$ cat src/rtl/pipeline_pkg.sv
// Shared definitions for the five-stage MIPS pipeline: field widths, ALU
// opcodes, control bundle with its bubble value, and ID/EX FSM states.
package pipeline_pkg;

  localparam int REG_W    = 5;
  localparam int DATA_W   = 32;
  localparam int ALU_OP_W = 4;

  localparam logic [ALU_OP_W-1:0] ALU_ADD  = 4'd0;
  localparam logic [ALU_OP_W-1:0] ALU_SUB  = 4'd1;
  localparam logic [ALU_OP_W-1:0] ALU_AND  = 4'd2;
  localparam logic [ALU_OP_W-1:0] ALU_OR   = 4'd3;
  localparam logic [ALU_OP_W-1:0] ALU_SLT  = 4'd4;
  localparam logic [ALU_OP_W-1:0] ALU_MULT = 4'd5;
  localparam logic [ALU_OP_W-1:0] ALU_DIV  = 4'd6;

  // Decoded control carried from ID into EX.
  typedef struct packed {
    logic reg_write;
    logic mem_read;
    logic mem_write;
    logic mem_to_reg;
    logic alu_src;
    logic multi;
  } ctrl_t;

  // A bubble never writes a register, touches memory or starts a multi-cycle op.
  localparam ctrl_t CTRL_BUBBLE = '0;

  typedef enum logic {
    ST_IDLE = 1'b0,
    ST_BUSY = 1'b1
  } state_e;

endpackage

$ cat src/rtl/load_use_detect.sv
// Load-use hazard compare: a load in EX whose destination feeds the
// instruction currently in ID. Pure combinational so it can be reused for
// other in-ID hazard checks.
module load_use_detect
  import pipeline_pkg::*;
(
  input  logic             ex_valid_i,
  input  logic             ex_mem_read_i,
  input  logic [REG_W-1:0] ex_rd_i,
  input  logic             id_valid_i,
  input  logic [REG_W-1:0] id_rs_i,
  input  logic [REG_W-1:0] id_rt_i,
  output logic             load_use_o
);

  // $0 is hard-wired zero, so a load targeting it never creates a dependency.
  assign load_use_o = ex_valid_i & ex_mem_read_i & (ex_rd_i != '0) & id_valid_i &
                      ((ex_rd_i == id_rs_i) | (ex_rd_i == id_rt_i));

endmodule

$ cat src/rtl/id_ex_stage.sv
// ID/EX pipeline register. Owns the stall/bubble decisions for the front of
// the pipe and sequences multi-cycle EX operations (MULT/DIV).
module id_ex_stage
  import pipeline_pkg::*;
#(
  parameter int MULT_CYCLES = 4,
  parameter int ALU_OP_W    = pipeline_pkg::ALU_OP_W
) (
  input  logic                clk,
  input  logic                rst_n,
  input  logic                id_valid,
  input  logic [REG_W-1:0]    id_rs,
  input  logic [REG_W-1:0]    id_rt,
  input  logic [REG_W-1:0]    id_rd,
  input  logic [DATA_W-1:0]   id_rs_data,
  input  logic [DATA_W-1:0]   id_rt_data,
  input  logic [DATA_W-1:0]   id_imm,
  input  logic                id_reg_write,
  input  logic                id_mem_read,
  input  logic                id_mem_write,
  input  logic                id_mem_to_reg,
  input  logic                id_alu_src,
  input  logic                id_multi,
  input  logic [ALU_OP_W-1:0] id_alu_op,
  input  logic                flush,
  output logic                stall_if_id,
  output logic                ex_valid,
  output logic [REG_W-1:0]    ex_rs,
  output logic [REG_W-1:0]    ex_rt,
  output logic [REG_W-1:0]    ex_rd,
  output logic [DATA_W-1:0]   ex_rs_data,
  output logic [DATA_W-1:0]   ex_rt_data,
  output logic [DATA_W-1:0]   ex_imm,
  output logic                ex_reg_write,
  output logic                ex_mem_read,
  output logic                ex_mem_write,
  output logic                ex_mem_to_reg,
  output logic                ex_alu_src,
  output logic                ex_multi,
  output logic [ALU_OP_W-1:0] ex_alu_op,
  output logic                ex_done,
  output logic                ex_busy
);

  localparam int              CNT_W    = $clog2(MULT_CYCLES);
  localparam logic [CNT_W-1:0] CNT_LAST = CNT_W'(MULT_CYCLES - 1);

  typedef struct packed {
    logic                valid;
    logic [REG_W-1:0]    rs;
    logic [REG_W-1:0]    rt;
    logic [REG_W-1:0]    rd;
    logic [DATA_W-1:0]   rs_data;
    logic [DATA_W-1:0]   rt_data;
    logic [DATA_W-1:0]   imm;
    ctrl_t               ctrl;
    logic [ALU_OP_W-1:0] alu_op;
  } ex_reg_t;

  ex_reg_t          ex_q, ex_d, id_pkt;
  state_e           state_q, state_d;
  logic [CNT_W-1:0] cnt_q, cnt_d;
  logic             load_use;
  logic             last_cycle;

  load_use_detect u_load_use_detect (
    .ex_valid_i    (ex_q.valid),
    .ex_mem_read_i (ex_q.ctrl.mem_read),
    .ex_rd_i       (ex_q.rd),
    .id_valid_i    (id_valid),
    .id_rs_i       (id_rs),
    .id_rt_i       (id_rt),
    .load_use_o    (load_use)
  );

  // Pack the ID fields; an empty ID slot becomes an all-zero bubble.
  always_comb begin
    // NOTE: every always_comb output gets a default first so no path can infer a latch.
    id_pkt = '0;
    if (id_valid) begin
      id_pkt.valid           = 1'b1;
      id_pkt.rs              = id_rs;
      id_pkt.rt              = id_rt;
      id_pkt.rd              = id_rd;
      id_pkt.rs_data         = id_rs_data;
      id_pkt.rt_data         = id_rt_data;
      id_pkt.imm             = id_imm;
      id_pkt.ctrl.reg_write  = id_reg_write;
      id_pkt.ctrl.mem_read   = id_mem_read;
      id_pkt.ctrl.mem_write  = id_mem_write;
      id_pkt.ctrl.mem_to_reg = id_mem_to_reg;
      id_pkt.ctrl.alu_src    = id_alu_src;
      id_pkt.ctrl.multi      = id_multi;
      id_pkt.alu_op          = id_alu_op;
    end
  end

  // A multi-cycle op spends its first EX cycle with the FSM still in IDLE,
  // so the final cycle is the one where BUSY has counted up to CNT_LAST.
  assign last_cycle  = (state_q == ST_BUSY) && (cnt_q == CNT_LAST);
  assign ex_done     = ex_q.valid & (~ex_q.ctrl.multi | last_cycle) & ~flush;
  assign ex_busy     = ex_q.valid & ex_q.ctrl.multi & ~ex_done;
  assign stall_if_id = ~flush & (ex_busy | load_use);

  // EX register next value: flush > busy hold > load-use bubble > capture ID.
  always_comb begin
    ex_d = id_pkt;
    if (flush) begin
      ex_d = '0;
    end else if (ex_busy) begin
      ex_d = ex_q;
    end else if (load_use) begin
      ex_d = '0;
    end
  end

  // Multi-cycle sequencer next state; flush abandons any op in flight.
  always_comb begin
    state_d = state_q;
    cnt_d   = cnt_q;
    if (flush) begin
      state_d = ST_IDLE;
      cnt_d   = '0;
    end else begin
      unique case (state_q)
        ST_IDLE: begin
          if (ex_q.valid && ex_q.ctrl.multi) begin
            state_d = ST_BUSY;
            cnt_d   = CNT_W'(1);
          end
        end
        ST_BUSY: begin
          if (cnt_q == CNT_LAST) begin
            state_d = ST_IDLE;
            cnt_d   = '0;
          end else begin
            cnt_d = cnt_q + 1'b1;
          end
        end
        default: begin
          state_d = ST_IDLE;
          cnt_d   = '0;
        end
      endcase
    end
  end

  // Pipeline register and FSM state; reset aborts any op in flight.
  always_ff @(posedge clk or negedge rst_n) begin
    if (!rst_n) begin
      ex_q    <= '0;
      state_q <= ST_IDLE;
      cnt_q   <= '0;
    end else begin
      // NOTE: non-blocking assignments so every register samples pre-edge values.
      ex_q    <= ex_d;
      state_q <= state_d;
      cnt_q   <= cnt_d;
    end
  end

  assign ex_valid      = ex_q.valid;
  assign ex_rs         = ex_q.rs;
  assign ex_rt         = ex_q.rt;
  assign ex_rd         = ex_q.rd;
  assign ex_rs_data    = ex_q.rs_data;
  assign ex_rt_data    = ex_q.rt_data;
  assign ex_imm        = ex_q.imm;
  assign ex_reg_write  = ex_q.ctrl.reg_write;
  assign ex_mem_read   = ex_q.ctrl.mem_read;
  assign ex_mem_write  = ex_q.ctrl.mem_write;
  assign ex_mem_to_reg = ex_q.ctrl.mem_to_reg;
  assign ex_alu_src    = ex_q.ctrl.alu_src;
  assign ex_multi      = ex_q.ctrl.multi;
  assign ex_alu_op     = ex_q.alu_op;

endmodule

$ cat config.mk
export PLATFORM = sky130hd
export DESIGN_NAME = id_ex_stage
export DESIGN_NICKNAME = d
export VERILOG_FILES = /design/src/rtl/pipeline_pkg.sv /design/src/rtl/load_use_detect.sv /design/src/rtl/id_ex_stage.sv
export SDC_FILE = /design/constraint.sdc
export NUM_CORES = 1
export LEC_CHECK = 0
export CAP_MARGIN = 15
export CORE_MARGIN = 1
export CORE_UTILIZATION = 45
export DETAILED_ROUTE_END_ITERATION = 8
export GPL_ROUTABILITY_DRIVEN = 0
export PLACE_DENSITY_LB_ADDON = 0.25
export SLEW_MARGIN = 20
export SYNTH_ARGS = -nofsm -noshare
export SYNTH_HDL_FRONTEND = slang
export SYNTH_SLANG_ARGS = --single-unit
$ cat constraint.sdc
create_clock -name clk -period 2.4 [get_ports clk]
set_clock_uncertainty 0.05 [all_clocks]
set_input_delay 0.48 -clock clk [delete_from_list [all_inputs] [get_ports clk]]
set_output_delay 0.48 -clock clk [all_outputs]
set_load 0.02 [all_outputs]
==> results.cfg, run 1 <==
[yosys]
synth-seq-area-share_pct = 45.3
syn_nets = 879
ys_async_sr_fraction_pct = 100
synth-edff-count = 0
syn_area_per_cell_um2 = 9.16
synth_area_leaders = dfrtp_1 (45%), a41oi_1 (15%), and3_1 (11%), nand3_1 (8.9%), o21ai_1 (5.3%)
synth.cell_area_um2 = 6900
ys_warn_count = 0
synth_cell_types = 27
synth_seq_cells = 125
ys.flop_type = dfrtp_1
synth_top_cell_by_area = dfrtp_1
synth_cells = 753
yosys.area.top_type_share_pct = 45.3

[grt]
grt-ovfl-total = 0
grt_pass1_vias = 6877
grt_max_degree = 126
grt_pass1_wl_mm = 36.3
gr-usage-all-layers_pct = 28.3
antenna_found_initial = 0

[finish]
antenna_cells = 0
stdcell_area_um2 = 10200
area_growth_pct = 48.2
finish.net_count = 1083
multi_input_area_um2 = 3330
seqCellArea_um2 = 3130
fill_cells = 1145
drive_above_1_share_pct = 8.76

[floorplan]
io_pins = 250
die_area_um2 = 15800
fp.dieW_um = 126
initial_core_util_pct = 46.8
fp-row-count = 44
die_h_um = 126
coreArea_um2 = 14800

[job]
cap_violations = 0

[clock_network]
htree_levels = 4
cts.sinks = 125
cts_hold_buffers = 0
cts_tree = yes
cts_root_buf = clkbuf_16
worstSkewPairLatency_ns = 0.41
path_clk_slew_ns = 0.06
cts_made_buffers = 17
cts_buffer_depth = 2

[setup_path]
cp_slowest_cell = or4_4
critPathBufInv = 1
crit_fanout = 2
crit_chain = or4_4, o2111ai_4, nor2_2, a21o_1, buf_6
critPathKind = reg -> out
slowest_delay_ns = 0.56
cp-end-kind = output pin
worstPathArrival_ns = 1.95
critPathRequiredTime_ns = 1.87
crit_family = simple AND/OR/NAND/NOR gates
start_kind = flop

[power]
power_leakage_nw = 4.41
sequentialPowerShare_pct = 37.5
combinationalPowerShare_pct = 21.9
ir_worst_vdd_mv = 0.436
switching_share_pct = 27.7
p_per_area_nw_per_um2 = 622
p_int_w = 0.00460
clkPwrFrac_pct = 40.6
p_switching_w = 0.00176

[status]
status = finished with violations
violations = negative setup slack

[drt]
detail_route.wl_per_cell_um = 19.0
drc_errors = 0
drt_iter0_markers = 689
drtPass1Iterations = 5
route.vias.total = 7235
postRouteAntennaNets = 0
viasPerCell = 6.27
wl_mm = 21.9

[sta]
period_needed_ns = 2.48
slew_headroom_pct = 53.2
report.final.setup_viol = 1
finalWorstSetupSlack_ns = -0.0782
rsz0062_at_grt = yes
worst_pin_slew_ns = 0.702
slew_violations = 0
fin_crit_sh_pct = 103
hold_viol_final = 0
whs_ns = 0.0852
fmax_ghz = 0.404

[hold_path]
hold_class = in -> async

[placement]
place_hpwl_mm = 13.1
postPlaceCellArea_um2 = 9600
port_buffers = 249
## kinds of logic after synthesis
kind of cell / after synthesis / share of synthesized area (%)
compound gates: 250 / 25.1
xor+xnor: 10 / 1.27
fa+ha+maj: 1 / 0.181
buf+inv: 106 / 6.86
flops: 125 / 45.3
mux: 1 / 0.163
simple gates: 260 / 21.1
## cell usage after synthesis, types with 2 or more instances
cell and number:
dfrtp_1 125, nand3_1 122, a41oi_1 120, and3_1 120
clkbuf_1 84, o21ai_1 73, o21ai_0 48, buf_2 12
xnor2_1 10, buf_6 8, nand2_1 7, nor2_1 5
a21oi_1 3, a211oi_1 2, buf_1 2
## power groups by stage
stage	logic, W	clock network [W]	registers, W
after floorplan	0.000378	0	0.00263
after global placement	0.00137	0	0.00241
after detailed placement	0.00139	0	0.00241
after CTS	0.00139	0.00261	0.00239
after global routing	0.00149	0.00271	0.00241
final	0.00139	0.00258	0.00239
## final timing paths
check                              start             end  slack, ns  cells past startpoint
worst max-delay path            ex_rd[3]     stall_if_id      -0.08                      5
worst min-delay path               rst_n        ex_rs[2]       0.09                      2
worst max register to register  ex_rd[4]  ex_rs_data[17]       0.19                      7
worst min register to register  cnt_q[0]        cnt_q[0]       0.44                      1
max in group asynchronous          rst_n  ex_rt_data[30]       1.67                      2
min in group clk                cnt_q[0]        cnt_q[0]       0.44                      1
## area by class of cell
type / count / area share [%]
well taps: 184 / 2.25
clock buffers: 21 / 4.70
flip-flops and latches: 125 / 30.6
clock inverters: 11 / 1.13
repair buffers: 291 / 28.7
multi-input cells: 522 / 32.6
## worst reg2reg max path: stages (launching register included)
cell,delay [ns]
dfrtp_1,0.43
buf_4,0.17
xnor2_1,0.18
nand3_1,0.20
o22ai_4,0.18
buf_4,0.14
buf_4,0.44
o21ai_0,0.26
## routing by layer
layer	vias up	part of all wire (%)	GRT usage, %
li1	3349	-	-
met1	3542	44	39.6
met2	299	46	42.8
met3	45	7.8	6.84
met4	0	2.3	9.64
met5	-	0	0
## metrics by stage
step	setup TNS, ns	power, W	util, %	cells	setup slack, ns
after floorplan	0	0.00301	-	753	0.0853
after global placement	-24.96	0.00378	65.1	1121	-0.475
after detailed placement	-31.00	0.00380	65.1	1121	-0.509
after CTS	-0.121	0.00638	69.1	1153	-0.121
after global routing	-0.132	0.00660	69.3	1154	-0.132
final	-0.0782	0.00636	69.3	1154	-0.0782
## cells in the final DEF, fill, tap and decap left out, types with 5 or more instances in the layout
cell / instances
o21ai_0: 48
xnor2_1: 10
buf_6: 6
nand2_1: 5
dfrtp_1: 125
a41oi_1: 120
clkbuf_16: 17
clkinv_2: 5
buf_12: 9
buf_4: 29
nand3_1: 122
o21ai_1: 73
and3_1: 120
clkdlybuf4s50_1: 245
## timing repair
action                     4_1_cts  5_1_grt
setup endpoints to repair        3      105
resized for setup                7        7
pin swaps                        0        3
setup buffers                    0        1
Note: power is estimated with default switching activity, not from simulation.
==> run 2, diff against run 1 <==
--- a/config.mk
+++ b/config.mk
@@ -11,6 +11,7 @@
 export DETAILED_ROUTE_END_ITERATION = 8
 export GPL_ROUTABILITY_DRIVEN = 0
 export PLACE_DENSITY_LB_ADDON = 0.25
+export SETUP_SLACK_MARGIN = 0.1
 export SLEW_MARGIN = 20
 export SYNTH_ARGS = -nofsm -noshare
 export SYNTH_HDL_FRONTEND = slang
==> run 2 against run 1 <==
The flow still finishes with violations (negative setup slack). Routed wire length increased by 3.1%. Total power decreased by 0.48%. Combinational power increased by 5%. Utilization is 1.6 points higher.
==> results.cfg, run 2 (same netlist as run 1, synthesis figures left out) <==
[status]
status = finished with violations
violations = negative setup slack

[setup_path]
ff2ff_setup_slack_ns = 0.30
critPathKind = reg -> out
start_kind = flop
rr_worst_depth = 6
r2r_end = ex_rs_data[3]
cp_slowest_cell = or4_4
worstPathArrival_ns = 1.88
crit_chain = or4_4, o2111ai_4, nor2_2, a21o_1, buf_6
critPathRequiredTime_ns = 1.87
cp-end-kind = output pin
crit_start = ex_rd[3]
slowest_delay_ns = 0.54
endpoint = stall_if_id
r2r_start = ex_rd[3]
crit_family = simple AND/OR/NAND/NOR gates
crit_cells = 5
crit_fanout = 2
critPathBufInv = 1

[floorplan]
io_pins = 250
fp-row-count = 44
die_area_um2 = 15800
fp.dieW_um = 126
coreArea_um2 = 14800
die_h_um = 126
initial_core_util_pct = 46.8

[finish]
drive_above_1_share_pct = 9.29
final_cell_mix = clkdlybuf4s50_1 (245), dfrtp_1 (124), nand3_1 (122), and3_1 (120), a41oi_1 (120)
area_growth_pct = 51.5
antenna_cells = 0
seqCellArea_um2 = 3130
final_common_cell = clkdlybuf4s50_1
multi_input_area_um2 = 3330
fill_cells = 1153
finish.net_count = 1094

[sta]
period_needed_ns = 2.41
slew_violations = 0
fin_setup_tns_ns = -0.0137
worst_pin_slew_ns = 0.591
slew_headroom_pct = 60.6
finalWorstSetupSlack_ns = -0.0137
rsz0062_at_grt = yes
hold_viol_final = 0
fin_crit_sh_pct = 101
fmax_ghz = 0.414
report.final.setup_viol = 1

[power]
power_w = 0.00633
power_leakage_nw = 4.50
p_per_area_nw_per_um2 = 605
ir_worst_vdd_mv = 0.478

[grt]
grt-ovfl-total = 0
antenna_found_initial = 1
gr-usage-all-layers_pct = 29.5
grt_pass1_wl_mm = 37.7
grt_max_degree = 71
grt_pass1_vias = 7049

[drt]
drc_errors = 0
drtPass1Iterations = 5
postRouteAntennaNets = 0
drt_iter0_markers = 697
detail_route.wl_per_cell_um = 19.4
wl_mm = 22.6
route.vias.total = 7275
viasPerCell = 6.25

[clock_network]
cts_tree = yes
path_clk_slew_ns = 0.06
cts_buffer_depth = 2
cts_made_buffers = 17
cts.sinks = 125
htree_levels = 4
cts_root_buf = clkbuf_16
worstSkewPairLatency_ns = 0.41

[placement]
port_buffers = 249
place_hpwl_mm = 14.4

[job]
cap_violations = 0

[hold_path]
hold_class = reg -> reg
[run 2: metal layers]
layer / vias up / routed length [µm] / track usage, %
li1: 3370 / - / -
met1: 3517 / 9990 / 41.0
met2: 350 / 10200 / 44.7
met3: 36 / 1950 / 8.24
met4: 2 / 429 / 9.36
met5: - / 17 / 0
[run 2: worst min-delay path by stage]
stage,startpoint,end,slack (ns),depth (start not counted)
after detailed placement,cnt_q[0],cnt_q[0],0.43,1
final,cnt_q[0],cnt_q[0],0.44,1
after floorplan,rst_n,cnt_q[0],0.13,0
after global placement,cnt_q[0],cnt_q[0],0.43,1
after CTS,cnt_q[0],cnt_q[0],0.44,1
after global routing,cnt_q[0],cnt_q[0],0.47,1
[run 2: timing repair]
action / 4_1_cts / 5_1_grt
buffers inserted: 1 / 0
endpoints found under the hold margin: 5 / 0
setup endpoints to repair: 3 / 2
gates resized for setup: 3 / 3
hold buffers: 1 / 0
pin swaps: 3 / 1
[run 2: per-stage QoR]
stage	hold slack, ns	instances	area [µm²]	setup slack (ns)	util [%]
after CTS	0.444	1164	10500	-0.0630	70.8
after global placement	0.429	1131	9870	-0.0214	66.9
after floorplan	0.134	753	6900	0.115	-
after global routing	0.473	1164	10500	-0.110	70.8
after detailed placement	0.428	1131	9870	-0.0510	66.9
final	0.444	1164	10500	-0.0137	70.8
[run 2: power breakdown]
part,internal (W),total [W],leakage [nW],switching (W)
logic,0.000729,0.00146,2.61,0.000727
registers,0.00229,0.00239,1.63,0.000102
clock network,0.00157,0.00248,0.270,0.000911
total,0.00459,0.00633,4.50,0.00174
[run 2: cell type report]
cell class	count	area share, %
Multi-Input combinational cell	522	31.9
Clock inverter	7	0.862
Sequential cell	125	29.9
Timing Repair Buffer	302	30.6
Tap cell	184	2.20
Clock buffer	24	4.51
==> variant 1: new RTL, config.mk and constraints of run 2 <==
Reset style: synchronous (`rst_n`), changed in one clocked block.
--- a/src/rtl/id_ex_stage.sv
+++ b/src/rtl/id_ex_stage.sv
@@ -146,7 +146,7 @@
   end
 
   // Pipeline register and FSM state; reset aborts any op in flight.
-  always_ff @(posedge clk or negedge rst_n) begin
+  always_ff @(posedge clk) begin
     if (!rst_n) begin
       ex_q    <= '0;
       state_q <= ST_IDLE;
Check against the original RTL: differs if rst_n is asserted again (counterexample within 4 cycles, from zero or initial values and one cycle with rst_n low); with rst_n held inactive, the same outputs for 4 cycles.
==> variant 1 against run 2 <==
  * Power down 11%
  * Cell area is 11% lower
  * Synthesized cell count down 2.9%
  * Largest power group unchanged
  * Global-route usage shrank 4.2 points
  * Worst setup slack better by 0.025 ns
  * Synthesized area down 12%
  * Routed wire length shrank 19%
  * Sequential cell count is the same
==> variant 1: results (changes against run 2) <==
The run finished with clean final reports. The power of the clock network is 2380 uW (-4%). The number of signal-net inverters in the final layout is 1 (+1). The register-to-register setup slack came out at 0.40 ns (+0.10 ns).

The data arrival at the endpoint of the critical path is 1.86 ns (-0.02 ns). The data-path buffer share of cell area in the final layout is 30.66% (+0.056 points). The proportion of synthesized chip area in sequential cells came out at 41.35% (-4.0 points).

The sum of routed wire length over all layers is 18250 um (-19%). The logic gate share of total power is 17.7% (-5.3 points). The count of multi-input gates was 526 (+0.77%). The number of gates resized after cts is 7 (+4). The iteration-0 DRC count of the detailed router came out at 586 (-16%). The count of fill cells added during filler insertion came to 1048 (-9.1%). The switching fraction of total power is 25.22% (-2.3 points). The standby leakage power is 0.003254 uW (-28%).

The share of flip-flops with an asynchronous set or reset is 0% (-100 points). In this run the worst setup path begins at id_rs[4]. Among all flip-flop cells after synthesis, the most frequent one is sky130_fd_sc_hd__dfxtp_1. The critical register-to-register path endpoint is ex_imm[13]. The post-CTS setup buffer count is 0 (-1).

The worst register-to-register path begins at ex_rd[2]. The HPWL reported at the end of detailed placement is 11330 um (-21%). The number of optimization iterations in the first detailed-route pass came out at 6 (+1).

The count of mapped cells out of synthesis came out at 731 (-2.9%). The via density per instance came out at 5.567 (-11%). After synthesis, the most frequently instantiated cells are sky130_fd_sc_hd__nand2_1 (128), sky130_fd_sc_hd__dfxtp_1 (125), sky130_fd_sc_hd__a32oi_1 (120), sky130_fd_sc_hd__and2_1 (120), sky130_fd_sc_hd__o21ai_0 (96). The sequential share of cell area came out at 26.83% (-3.1 points). The fraction of area in multi-input gates was 34.24% (+2.4 points). The largest net degree at the start of global routing came out at 123 (+73%). Yosys attributes the largest share of cell area to sky130_fd_sc_hd__dfxtp_1 (41%), sky130_fd_sc_hd__a32oi_1 (17%), sky130_fd_sc_hd__and2_1 (12%). The peak supply drop came out at 0.3327 mV (-30%). The net count after synthesis came out at 857 (-2.5%). The number of non-clock buffers is 280 (-7.3%). The maximum single-stage delay on the critical path is 0.52 ns (-0.02 ns). The count of cells along the worst register-to-register path came out at 7 (+1). The count of unique library cells instantiated by Yosys came out at 29 (+7.4%).

On the critical path, the stage with the largest delay is an instance of sky130_fd_sc_hd__clkdlybuf4s50_1.
## variant 1: kinds of logic (layout without fill, tap and decap cells)
family | Yosys count | after routing | synth area share, %
AND/OR/NAND/NOR | 262 | 262 | 21.60
AO/OA/AOI/OAI | 252 | 252 | 28.80
flip-flops | 125 | 125 | 41.35
buffers and inverters | 80 | 313 | 6.409
XOR/XNOR | 10 | 10 | 1.447
adder cells (fa/ha/maj) | 1 | 1 | 0.2067
multiplexers | 1 | 1 | 0.1861
## variant 1: worst min path at each step
stage	to	depth (start not counted)	slack, ns	from
2_1_floorplan	cnt_q[1]	2	0.42	cnt_q[1]
3_3_place_gp	ex_rt[0]	2	0.40	ex_rt[0]
3_5_place_dp	ex_rs_data[12]	2	0.40	ex_rs_data[12]
4_1_cts	ex_rs_data[12]	2	0.42	ex_rs_data[12]
5_1_grt	ex_rs[3]	2	0.43	ex_rs[3]
6_report	ex_rs_data[18]	2	0.41	ex_rs_data[18]
## variant 1: per-stage QoR
stage	instance area, um2	hold WS [ns]	setup slack [ns]	power, uW	TNS (ns)
3_3_place_gp	8775	0.3955	-0.4516	3262	-13.24
3_5_place_dp	8775	0.4030	-0.4972	3275	-20.39
6_report	9330	0.4140	0.01101	5625	0
4_1_cts	9319	0.4175	-0.07240	5666	-0.07240
5_1_grt	9330	0.4326	-0.03695	5835	-0.03695
2_1_floorplan	6052	0.4170	0.2744	2746	0
## variant 1: layer usage
metal	vias up	share of wire, %	global-route usage [%]
met1	2944	45	33.02
met5	-	0	0
li1	3113	-	-
met4	0	1.6	8.734
met3	27	6.5	6.831
met2	262	47	40.29
## variant 1: critical path, delay by kind of cell
kind	cells	cell delay, ns
buffers and inverters	2	0.64
AND/OR/NAND/NOR	1	0.15
XOR/XNOR	1	0.13
AO/OA/AOI/OAI	2	0.45
==> variant 2: new RTL, config.mk and constraints of run 2 <==
Without the edit above. Set the parameter `MULT_CYCLES` to 8 (it was 4).
--- a/src/rtl/id_ex_stage.sv
+++ b/src/rtl/id_ex_stage.sv
@@ -3,7 +3,7 @@
 module id_ex_stage
   import pipeline_pkg::*;
 #(
-  parameter int MULT_CYCLES = 4,
+  parameter int MULT_CYCLES = 8,
   parameter int ALU_OP_W    = pipeline_pkg::ALU_OP_W
 ) (
   input  logic                clk,
Formal check against the unedited RTL: not equivalent (a bounded check fails within 10 cycles, from zero or initial values and one cycle with rst_n low).
==> variant 2 against run 2 <==
  * Power shrank 1.4%
  * Count of clock-buffer cells in the layout decreased by 2
  * Critical endpoint unchanged
  * Largest cell class unchanged
  * Worst setup slack worse by 0.011 ns
  * Synthesized area increased by 0.58%
  * The flow still finishes with violations (negative setup slack)
  * Routed wire length grew 4.4%
  * Sequential cell count rose by 1
  * Cell area increased by 0.43%
==> variant 2: results (changes against run 2) <==
Counting instances in the post-synthesis netlist gives the leading cell types as sky130_fd_sc_hd__dfrtp_1 (126), sky130_fd_sc_hd__nand3_1 (122), sky130_fd_sc_hd__a41oi_1 (120), sky130_fd_sc_hd__and3_1 (120), sky130_fd_sc_hd__clkbuf_1 (83). The met3 demand-to-capacity share in global routing is 7.094% (-1.1 points). The number of clock buffers in the layout came out at 22 (-8.3%). The first element of the critical path is ex_rd[4]. The number of gates resized after cts came out at 15 (+12). Sorting the synthesized cells by area gives the leading types as sky130_fd_sc_hd__dfrtp_1 (45%), sky130_fd_sc_hd__a41oi_1 (15%), sky130_fd_sc_hd__and3_1 (11%). The power per standard cell area is 594.3 nW/um2 (-1.8%). The least setup slack across all paths after layout is -0.02476 ns (-0.01106 ns).

The sum of routed wire length over all layers is 23630 um (+4.4%). The final reports fail on negative setup slack. The flow ran to the end, but the final reports show violations.

The met2 layer usage reported by global route was 43.19% (-1.5 points). The length of routed met2 wiring was 11170 um (+9.2%). The clock network area share is 5.138% (-0.24 points). The uppermost layer routed is met4. The wire length on met1 came out at 10030 um (+0.33%).

The register-to-register setup slack came to 0.26 ns (-0.04 ns). The count of unique library cells instantiated by Yosys came out at 28 (+3.7%). The met1 usage in global routing came out at 38.84% (-2.2 points).

The cell area after placement is 9703 um2 (-1.7%). The standby leakage power came to 0.004521 uW (+0.42%). The count of fill cells added during filler insertion is 1174 (+1.8%). The number of non-clock buffers is 294 (-2.6%).

The first-pass GRT wire length is 36130 um (-4.2%). The post-synthesis share of cell area spent on xor and xnor gates is 1.262% (-0.0073 points). The HPWL reported at the end of detailed placement came out at 13440 um (-6.8%). The total setup violations reported at the end of the flow is 1 (unchanged).
## variant 2: changes by cell type after synthesis, moves of 2 or more
cell and change:
sky130_fd_sc_hd__a21oi_1 +2, sky130_fd_sc_hd__a211oi_1 -2, sky130_fd_sc_hd__o21ai_1 -25, sky130_fd_sc_hd__o21ai_0 +25
## variant 2: cell families after synthesis
logic type,Yosys count
DFF,126
adders and majority gates,2
AOI/OAI and AO/OA,252
xor gates and xnor gates,10
buffers and inverters,106
and+or+nand+nor,264
## variant 2: worst min-delay path by stage
stage	startpoint	to	slack, ns	depth (start not counted)
floorplan	rst_n	cnt_q[0]	0.13	0
global placement	rst_n	ex_rs_data[15]	0.44	1
detailed placement	rst_n	ex_rs_data[15]	0.43	1
CTS	cnt_q[2]	cnt_q[2]	0.51	2
global route	cnt_q[1]	cnt_q[1]	0.55	2
finish	cnt_q[1]	cnt_q[1]	0.51	2
## variant 2: where the power goes
group	internal, uW	switching, uW
clock network	1480	921
registers	2300	99.0
logic	711	726
